**config.mk**
```make
export PLATFORM = sky130hd
export DESIGN_NAME = ctx_switch_ctrl
export DESIGN_NICKNAME = d
export VERILOG_FILES = /design/src/rtl/ctx_switch_ctrl.sv
export SDC_FILE = /design/constraint.sdc
export NUM_CORES = 1
export LEC_CHECK = 0
export ABC_CLOCK_PERIOD_IN_PS = 4200
export BUFFER_PORTS_ARGS = -buffer_cell sky130_fd_sc_hd__clkbuf_2
export CORE_MARGIN = 3
export CORE_UTILIZATION = 41
export DETAILED_ROUTE_END_ITERATION = 6
export PLACE_DENSITY = 0.65
export SETUP_SLACK_MARGIN = 0.15
export SLEW_MARGIN = 0
export SYNTH_ARGS = -nofsm -noshare
export SYNTH_HDL_FRONTEND = slang
export SYNTH_SLANG_ARGS = --single-unit
```
**constraint.sdc**
```tcl
create_clock -name clk -period 4.2 [get_ports clk]
set_input_delay 0.42 -clock clk [delete_from_list [all_inputs] [get_ports clk]]
set_output_delay 0.42 -clock clk [all_outputs]
set_load 0.01 [all_outputs]
```
**src/rtl/ctx_switch_ctrl.sv**
```systemverilog
// Interrupt context save/restore sequencer for the user/L1/L2 shadow banks; strobe 1 cycle and ack 2 cycles after request when wb_busy=0.
// Stalls and blocks register writes during a switch; define CTX_ERR_CNT_EN to add the saturating err_count output.
module ctx_switch_ctrl #(
    parameter int DRAIN_TIMEOUT = 8,
    parameter int CNT_W         = 4
) (
    input  logic       clk,
    input  logic       rst,
    input  logic       int_enter,
    input  logic       int_exit,
    input  logic       wb_busy,
    output logic       enable_userBackUp,
    output logic       enable_BackUp1,
    output logic       enable_BackUp2,
    output logic       restore_userBackUp,
    output logic       restore_BackUp1,
    output logic       restore_BackUp2,
    output logic       stall,
    output logic       we_block,
    output logic       ack_enter,
    output logic       ack_exit,
    output logic       err_nest,
    output logic [1:0] depth,
    output logic       drain_to
`ifdef CTX_ERR_CNT_EN
    ,
    output logic [7:0] err_count
`endif
);

    typedef enum logic [2:0] {
        IDLE    = 3'd0,
        DRAIN   = 3'd1,
        SAVE    = 3'd2,
        RESTORE = 3'd3,
        ACK     = 3'd4
    } state_t;

    localparam logic [CNT_W-1:0] CNT_LAST = CNT_W'(DRAIN_TIMEOUT - 1);

    state_t             state_q, state_d;
    logic [1:0]         depth_q, depth_d;
    logic [CNT_W-1:0]   cnt_q, cnt_d;
    logic               op_is_exit_q, op_is_exit_d;
    logic               err_q, err_d;
    logic               dto_q, dto_d;

    always_ff @(posedge clk) begin
        if (rst) begin
            state_q      <= IDLE;
            depth_q      <= 2'd0;
            cnt_q        <= '0;
            op_is_exit_q <= 1'b0;
            err_q        <= 1'b0;
            dto_q        <= 1'b0;
        end else begin
            state_q      <= state_d;
            depth_q      <= depth_d;
            cnt_q        <= cnt_d;
            op_is_exit_q <= op_is_exit_d;
            err_q        <= err_d;
            dto_q        <= dto_d;
        end
    end

    always_comb begin
        state_d            = state_q;
        depth_d            = depth_q;
        cnt_d              = '0;
        op_is_exit_d       = op_is_exit_q;
        err_d              = 1'b0;
        dto_d              = dto_q;
        enable_userBackUp  = 1'b0;
        enable_BackUp1     = 1'b0;
        restore_userBackUp = 1'b0;
        restore_BackUp1    = 1'b0;
        stall              = 1'b0;
        we_block           = 1'b0;
        ack_enter          = 1'b0;
        ack_exit           = 1'b0;

        case (state_q)
            IDLE: begin
                // The request is still held during the err pulse cycle; ignore it then.
                if (!err_q) begin
                    if (int_exit) begin
                        if (depth_q == 2'd0) begin
                            err_d = 1'b1;
                        end else begin
                            op_is_exit_d = 1'b1;
                            state_d      = wb_busy ? DRAIN : RESTORE;
                        end
                    end else if (int_enter) begin
                        if (depth_q == 2'd2) begin
                            err_d = 1'b1;
                        end else begin
                            op_is_exit_d = 1'b0;
                            state_d      = wb_busy ? DRAIN : SAVE;
                        end
                    end
                end
            end
            DRAIN: begin
                stall = 1'b1;
                cnt_d = cnt_q + 1'b1;
                if (!wb_busy) begin
                    cnt_d   = '0;
                    state_d = op_is_exit_q ? RESTORE : SAVE;
                end else if (cnt_q == CNT_LAST) begin
                    cnt_d   = '0;
                    dto_d   = 1'b1;
                    state_d = op_is_exit_q ? RESTORE : SAVE;
                end
            end
            SAVE: begin
                stall    = 1'b1;
                we_block = 1'b1;
                if (depth_q == 2'd0) begin
                    enable_userBackUp = 1'b1;
                end else if (depth_q == 2'd1) begin
                    enable_BackUp1 = 1'b1;
                end
                if (depth_q != 2'd2) begin
                    depth_d = depth_q + 2'd1;
                end
                state_d = ACK;
            end
            RESTORE: begin
                stall    = 1'b1;
                we_block = 1'b1;
                if (depth_q == 2'd2) begin
                    restore_BackUp1 = 1'b1;
                end else if (depth_q == 2'd1) begin
                    restore_userBackUp = 1'b1;
                end
                if (depth_q != 2'd0) begin
                    depth_d = depth_q - 2'd1;
                end
                state_d = ACK;
            end
            ACK: begin
                stall     = 1'b1;
                ack_enter = !op_is_exit_q;
                ack_exit  = op_is_exit_q;
                state_d   = IDLE;
            end
            default: begin
                state_d = IDLE;
            end
        endcase
    end

    assign enable_BackUp2  = 1'b0;
    assign restore_BackUp2 = 1'b0;
    assign err_nest        = err_q;
    assign depth           = depth_q;
    assign drain_to        = dto_q;

`ifdef CTX_ERR_CNT_EN
    logic [7:0] err_cnt_q;
    logic       tmo_evt;

    // Leaving DRAIN while wb_busy is still high can only be a timeout.
    assign tmo_evt = (state_q == DRAIN) && (state_d != DRAIN) && wb_busy;

    always_ff @(posedge clk) begin
        if (rst) begin
            err_cnt_q <= 8'd0;
        end else if ((err_d || tmo_evt) && (err_cnt_q != 8'hFF)) begin
            err_cnt_q <= err_cnt_q + 8'd1;
        end
    end

    assign err_count = err_cnt_q;
`endif

endmodule

```
Yosys cells after proc, flatten, opt, wreduce, memory -nomap -nowiden:

Cells that the tools add are included.

* input bits: 5
* output and inout port bits: 14
* word-level logic and storage cells: 77
* register bits: 12

* add/subtract/negate cells: 3
* bitwise gates (word level): 4
* equality and inequality tests: 17
* reduce and logical (&&, ||, !) cells: 14
* mux-type cells: 33

Operators with widths (number)
* 3-bit two-way mux: 7
* 1-bit two-way mux: 20
* 2-bit inequality test (second input constant): 6
* 3-bit inequality test (second input constant): 4
* 5-bit AND reduction: 2
* 3-bit one-hot mux with 3 select lines: 1
* 2-bit two-way mux: 4
* 4-bit OR reduction: 2
* 3-bit by 2-bit equality test with 1-bit output (second input constant): 2
* 3-bit AND reduction: 2
* 2-bit nonzero test: 3
* 4-bit by 1-bit adder with 4-bit output (second input constant): 1
* 4-bit by 3-bit equality test with 1-bit output (second input constant): 1
* 1-bit NOT: 4
* 2-bit one-hot mux with 2 select lines: 1
* 3-bit by 1-bit equality test with 1-bit output (second input constant): 1
* 3-bit equality test (second input constant): 1
* 3-bit logical NOT: 1
* 3-bit OR reduction: 1
* 2-bit by 1-bit adder with 2-bit output (second input constant): 1
* 2-bit by 1-bit equality test with 1-bit output (second input constant): 1
* 2-bit equality test (second input constant): 1
* 2-bit logical NOT: 1
* 2-bit OR reduction: 1
* 2 further kinds: 2

Longest topological paths before layout:

* depth after elaboration: 6
* gate-level depth with buffers: 5

Worst setup path before layout:

OpenSTA, ideal clock, no wires.

* path type: register -> register
* from: register depth_q[0] (netlist: depth[0])
* to: register state_q[1]
* arrival: 1752 ps
* library setup time: 100 ps
* stages on the path, launching flop included: 6
* slack: 2349 ps
* cell sequence: dfxtp_1 > inv_1 > ha_1 > or4b_1 > a31o_2 > a2111oi_4

* word-level cells in the longest chain between the ends: 3
* elaborated cells between the ends (all ways): 5
* classes of those cells: eq/ne (3); reduce/logical (2)

Ends and longest elaborated chain
* from (decl): line 42 `logic [1:0] depth_q, depth_d;`
* from (signal assigned): line 58 `depth_q <= depth_d;`
* 2-bit equality test / 2-bit logical NOT (equally long branches): line 94, 87
* 3-bit inequality test (no line)
* 5-bit AND reduction (no line) *
* to (signal assigned): line 57 `state_q <= state_d;`
* to (decl): line 41 `state_t state_q, state_d;`

Mark *: on every way between the ends. The rest lies on a longest branch, timed or not.
A chain may end at the register's enable or synchronous reset.

Worst setup path in the final report:

* from: register state_q[2]
* to: output restore_userBackUp

* word-level cells in the longest chain between the ends: 2

Ends and longest elaborated chain
* 3-bit by 2-bit equality test with 1-bit output: line 82 `case (state_q)`
* 1-bit two-way mux: line 82
* to (decl): line 15 `output logic restore_userBackUp,`

Every way passes these cells.

==> impl_results.md <==
* Setup crit end: restore_userBackUp
* Drt pass-1 iters at 4
* Die area at 2190 um^2
* Post-synth EDFFs at 0
* Power per cell area at 391 nW/um^2
* Cell taking the most area after synthesis: dfxtp_1
* Unique masters post-synth at 34
* Initial antenna violation count at 0
* Reg-to-Reg End: state_q[1]$_SDFFE_PP0P_
* Drt total wl at 1470 um
* Reg-to-reg startpoint: depth[0]$_SDFFE_PP0P_
* WS Path Type: flip-flop to output pin
* Synth async-reset ratio at 0
* Final setup viols at 0
* Crit-path slowest cell: dfxtp_1
* HPWL after DPL at 1110 um
* Final hold violations at 0
* Top cell type's share of synthesized area at 0.352
* Synth Register Bits at 12
* Main area contributors after synthesis: dfxtp_1 (35%), ha_1 (7.3%), a2111oi_4 (4.0%)
* First-pass GRT wire length at roughly 2600 um
* Ys Warns at 0
* Setup bufs post-CTS at 0
* Xor/xnor cell area share of the yosys netlist at 0.0385
* Iter 0 DRT Violations at 6
* Max Cap Violations at 0
* Buf/Inv on CP at 2
* Post-CTS Resized at 0
* I/O Buffers at 16
* Maximum VDD drop at between 0.2 and 0.25 mV
* Commonest cells after routing, fill and taps aside: clkbuf_2 (16), dfxtp_1 (12), nor2_1 (6), inv_1 (5), nor3_1 (5)
* Clock skew at 0.00782 ns
* H-Tree Depth at 1
* RePlAce Congestion at approximately 0.76
* Layout Nets at 101
* Max Clk Rate at between 500 and 600 MHz
* Status: finished, final reports clean
* Worst Setup Start Kind: flip-flop
* CTS tree: done
* ANT cells at 0
* Main synth FF type: dfxtp_1
* Post-Place Cells at 103
* Vias at 593
* Critical path depth at 4
* Clk_lat worst skew at 0.27 ns
* Post-synthesis adder-cell area fraction at 0.0733
* Crit share post-route at 0.461
* Worst-path clk slew at 0.08 ns
* Worst Path Arrival at 1.52 ns
* Post-synthesis sequential area ratio at 0.352
* Die height at 46.8 um
* Finished Layout Cells at 106
* Largest net degree at the start of global routing at 14
* Max incr delay on CP at 0.56 ns
* Io pins at 19
* HP Class: primary input to flip-flop
* Worst R2R Path Depth at 5
* WHS at 0.390 ns
* Crit end category: output pin
* Commonest non-fill, non-tap cell in the layout: clkbuf_2
* Final max-slew violation count at 0
* Mux contribution to synthesized area at 0.0293
* CTS buffer count at 3
* Synthesized instance count at between 70 and 80
* Worst path cell trace: nand2b_1, inv_1, and3_1, clkbuf_2
* FP Rows at 14
* Synth Cell Area at 683 um^2
* GRT Overall Usage at 0.163
* Post-route ant nets at 0
* Tmin final at 1.94 ns
* Unrepaired setup endpoints after global routing: false
* Final Util at 0.506
* Share of cells above drive strength 1 at 0.256
* Core area at 1540 um^2
* Vias/cell at 5.59
* # fillers at 153
* CTS Sinks at 12
* Worst-case clock buffer depth at 2
* Compound-Gate Fraction of Synth Area at 0.145
* Leak at 0.347 nW
* Crit-path leading delay family: flip-flops
* WP data required at 3.78 ns
* Area Growth Syn to Fin at 14.3%
* Final Power at between 300 and 400 uW
* Die X at 46.8 um
* Largest family of logic cells by synthesized area: simple AND/OR/NAND/NOR gates
* Drt wl/cell at roughly 14 um
* Number of global-route vias before repair at around 600
* CP startpoint: state_q[2]$_SDFFE_PP0P_
* Hold-fix buffers, CTS at 0
* GR Overflow Total at 0
* Starting density of the core at 0.443
* Setup TNS at 0 ns
* DRC at 0
* Mean Syn Cell Area at approximately 9.1 um^2
* Max Fanout on Critical Path at 10
* Clock root buffer: clkbuf_4
* R2R Setup Slk at 2.30 ns
* Post-Synth Simple-Gate Area at 0.288
-- cells by family (layout without fill, tap and decap cells) --
family	Yosys count	count (layout)
DFF	12	12
and+or+nand+nor	32	32
buffers and inverters	10	24
muxes	2	2
xor gates and xnor gates	3	3
AOI/OAI and AO/OA	11	11
adders and majority gates	4	4
other	1	2
-- per-layer routing --
metal | share of wire | track usage | wire length [um] | vias up
li1 | - | - | - | 296
met1 | 0.43 | 0.184 | 640 | 275
met2 | 0.50 | 0.279 | 734 | 20
met3 | 0.059 | 0.0651 | 87 | 2
met4 | 0.0068 | 0.0497 | 10 | 0
met5 | 0 | 0 | 0 | -
-- layout make-up --
cell class | instances | area, um^2 | area share
multi-input cells | 54 | 399 | 0.511
flip-flops and latches | 12 | 240 | 0.308
repair buffers | 16 | 80.1 | 0.103
clock buffers | 3 | 22.5 | 0.0288
well taps | 16 | 20.0 | 0.0256
inverters | 5 | 18.8 | 0.0240
-- where the power goes --
group          internal, mW  total (mW)  switching [mW]
logic                0.0433      0.0930          0.0497
clock network        0.0332      0.0707          0.0375
registers             0.124       0.142          0.0178
total                 0.200       0.305           0.105
-- worst reg2reg max path, cell delays in order, from the launching register on --
cell and delay (ns):
dfxtp_1 0.36, inv_1 0.10, ha_1 0.26, or4b_1 0.52, a31o_2 0.28, a2111oi_4 0.30
-- Yosys cell counts, drive strengths merged, types with 2 or more instances --
| cell type | n |
|---|---|
| dfxtp | 12 |
| nor3b | 3 |
| nand3 | 2 |
| clkbuf | 2 |
| ha | 4 |
| mux2i | 2 |
| a21oi | 4 |
| inv | 5 |
| nor2 | 6 |
| nand2b | 3 |
| xnor2 | 2 |
| and3 | 4 |
| nor3 | 5 |
| buf | 3 |
-- worst min-delay path by stage --
stage          depth (start not counted)                  start                 endpoint  slack [ns]
4_1_cts                                2                wb_busy  state_q[1]$_SDFFE_PP0P_        0.39
6_report                               2                wb_busy  state_q[1]$_SDFFE_PP0P_        0.39
2_1_floorplan                          1    cnt_q[0]$_SDFF_PP0_      cnt_q[0]$_SDFF_PP0_        0.43
3_3_place_gp                           2  drain_to$_SDFFE_PP0P_    drain_to$_SDFFE_PP0P_        0.45
3_5_place_dp                           1    cnt_q[0]$_SDFF_PP0_      cnt_q[0]$_SDFF_PP0_        0.46
5_1_grt                                2                wb_busy  state_q[1]$_SDFFE_PP0P_        0.40
-- state kept, by name, summed over array words and instances, names as in the netlist --
signal	flops
cnt_q	4
depth	2
drain_to	1
err_nest	1
op_is_exit_q	1
state_q	3
-- stage by stage --
| step | worst slack (ns) | area (um^2) |
|---|---|---|
| CTS | 2.27 | 781 |
| finish | 2.26 | 781 |
| detailed placement | 2.32 | 758 |
| global route | 2.18 | 781 |
| floorplan | 2.35 | 687 |
| global placement | 2.38 | 758 |
No activity file was read; power rests on OpenSTA's default activity.
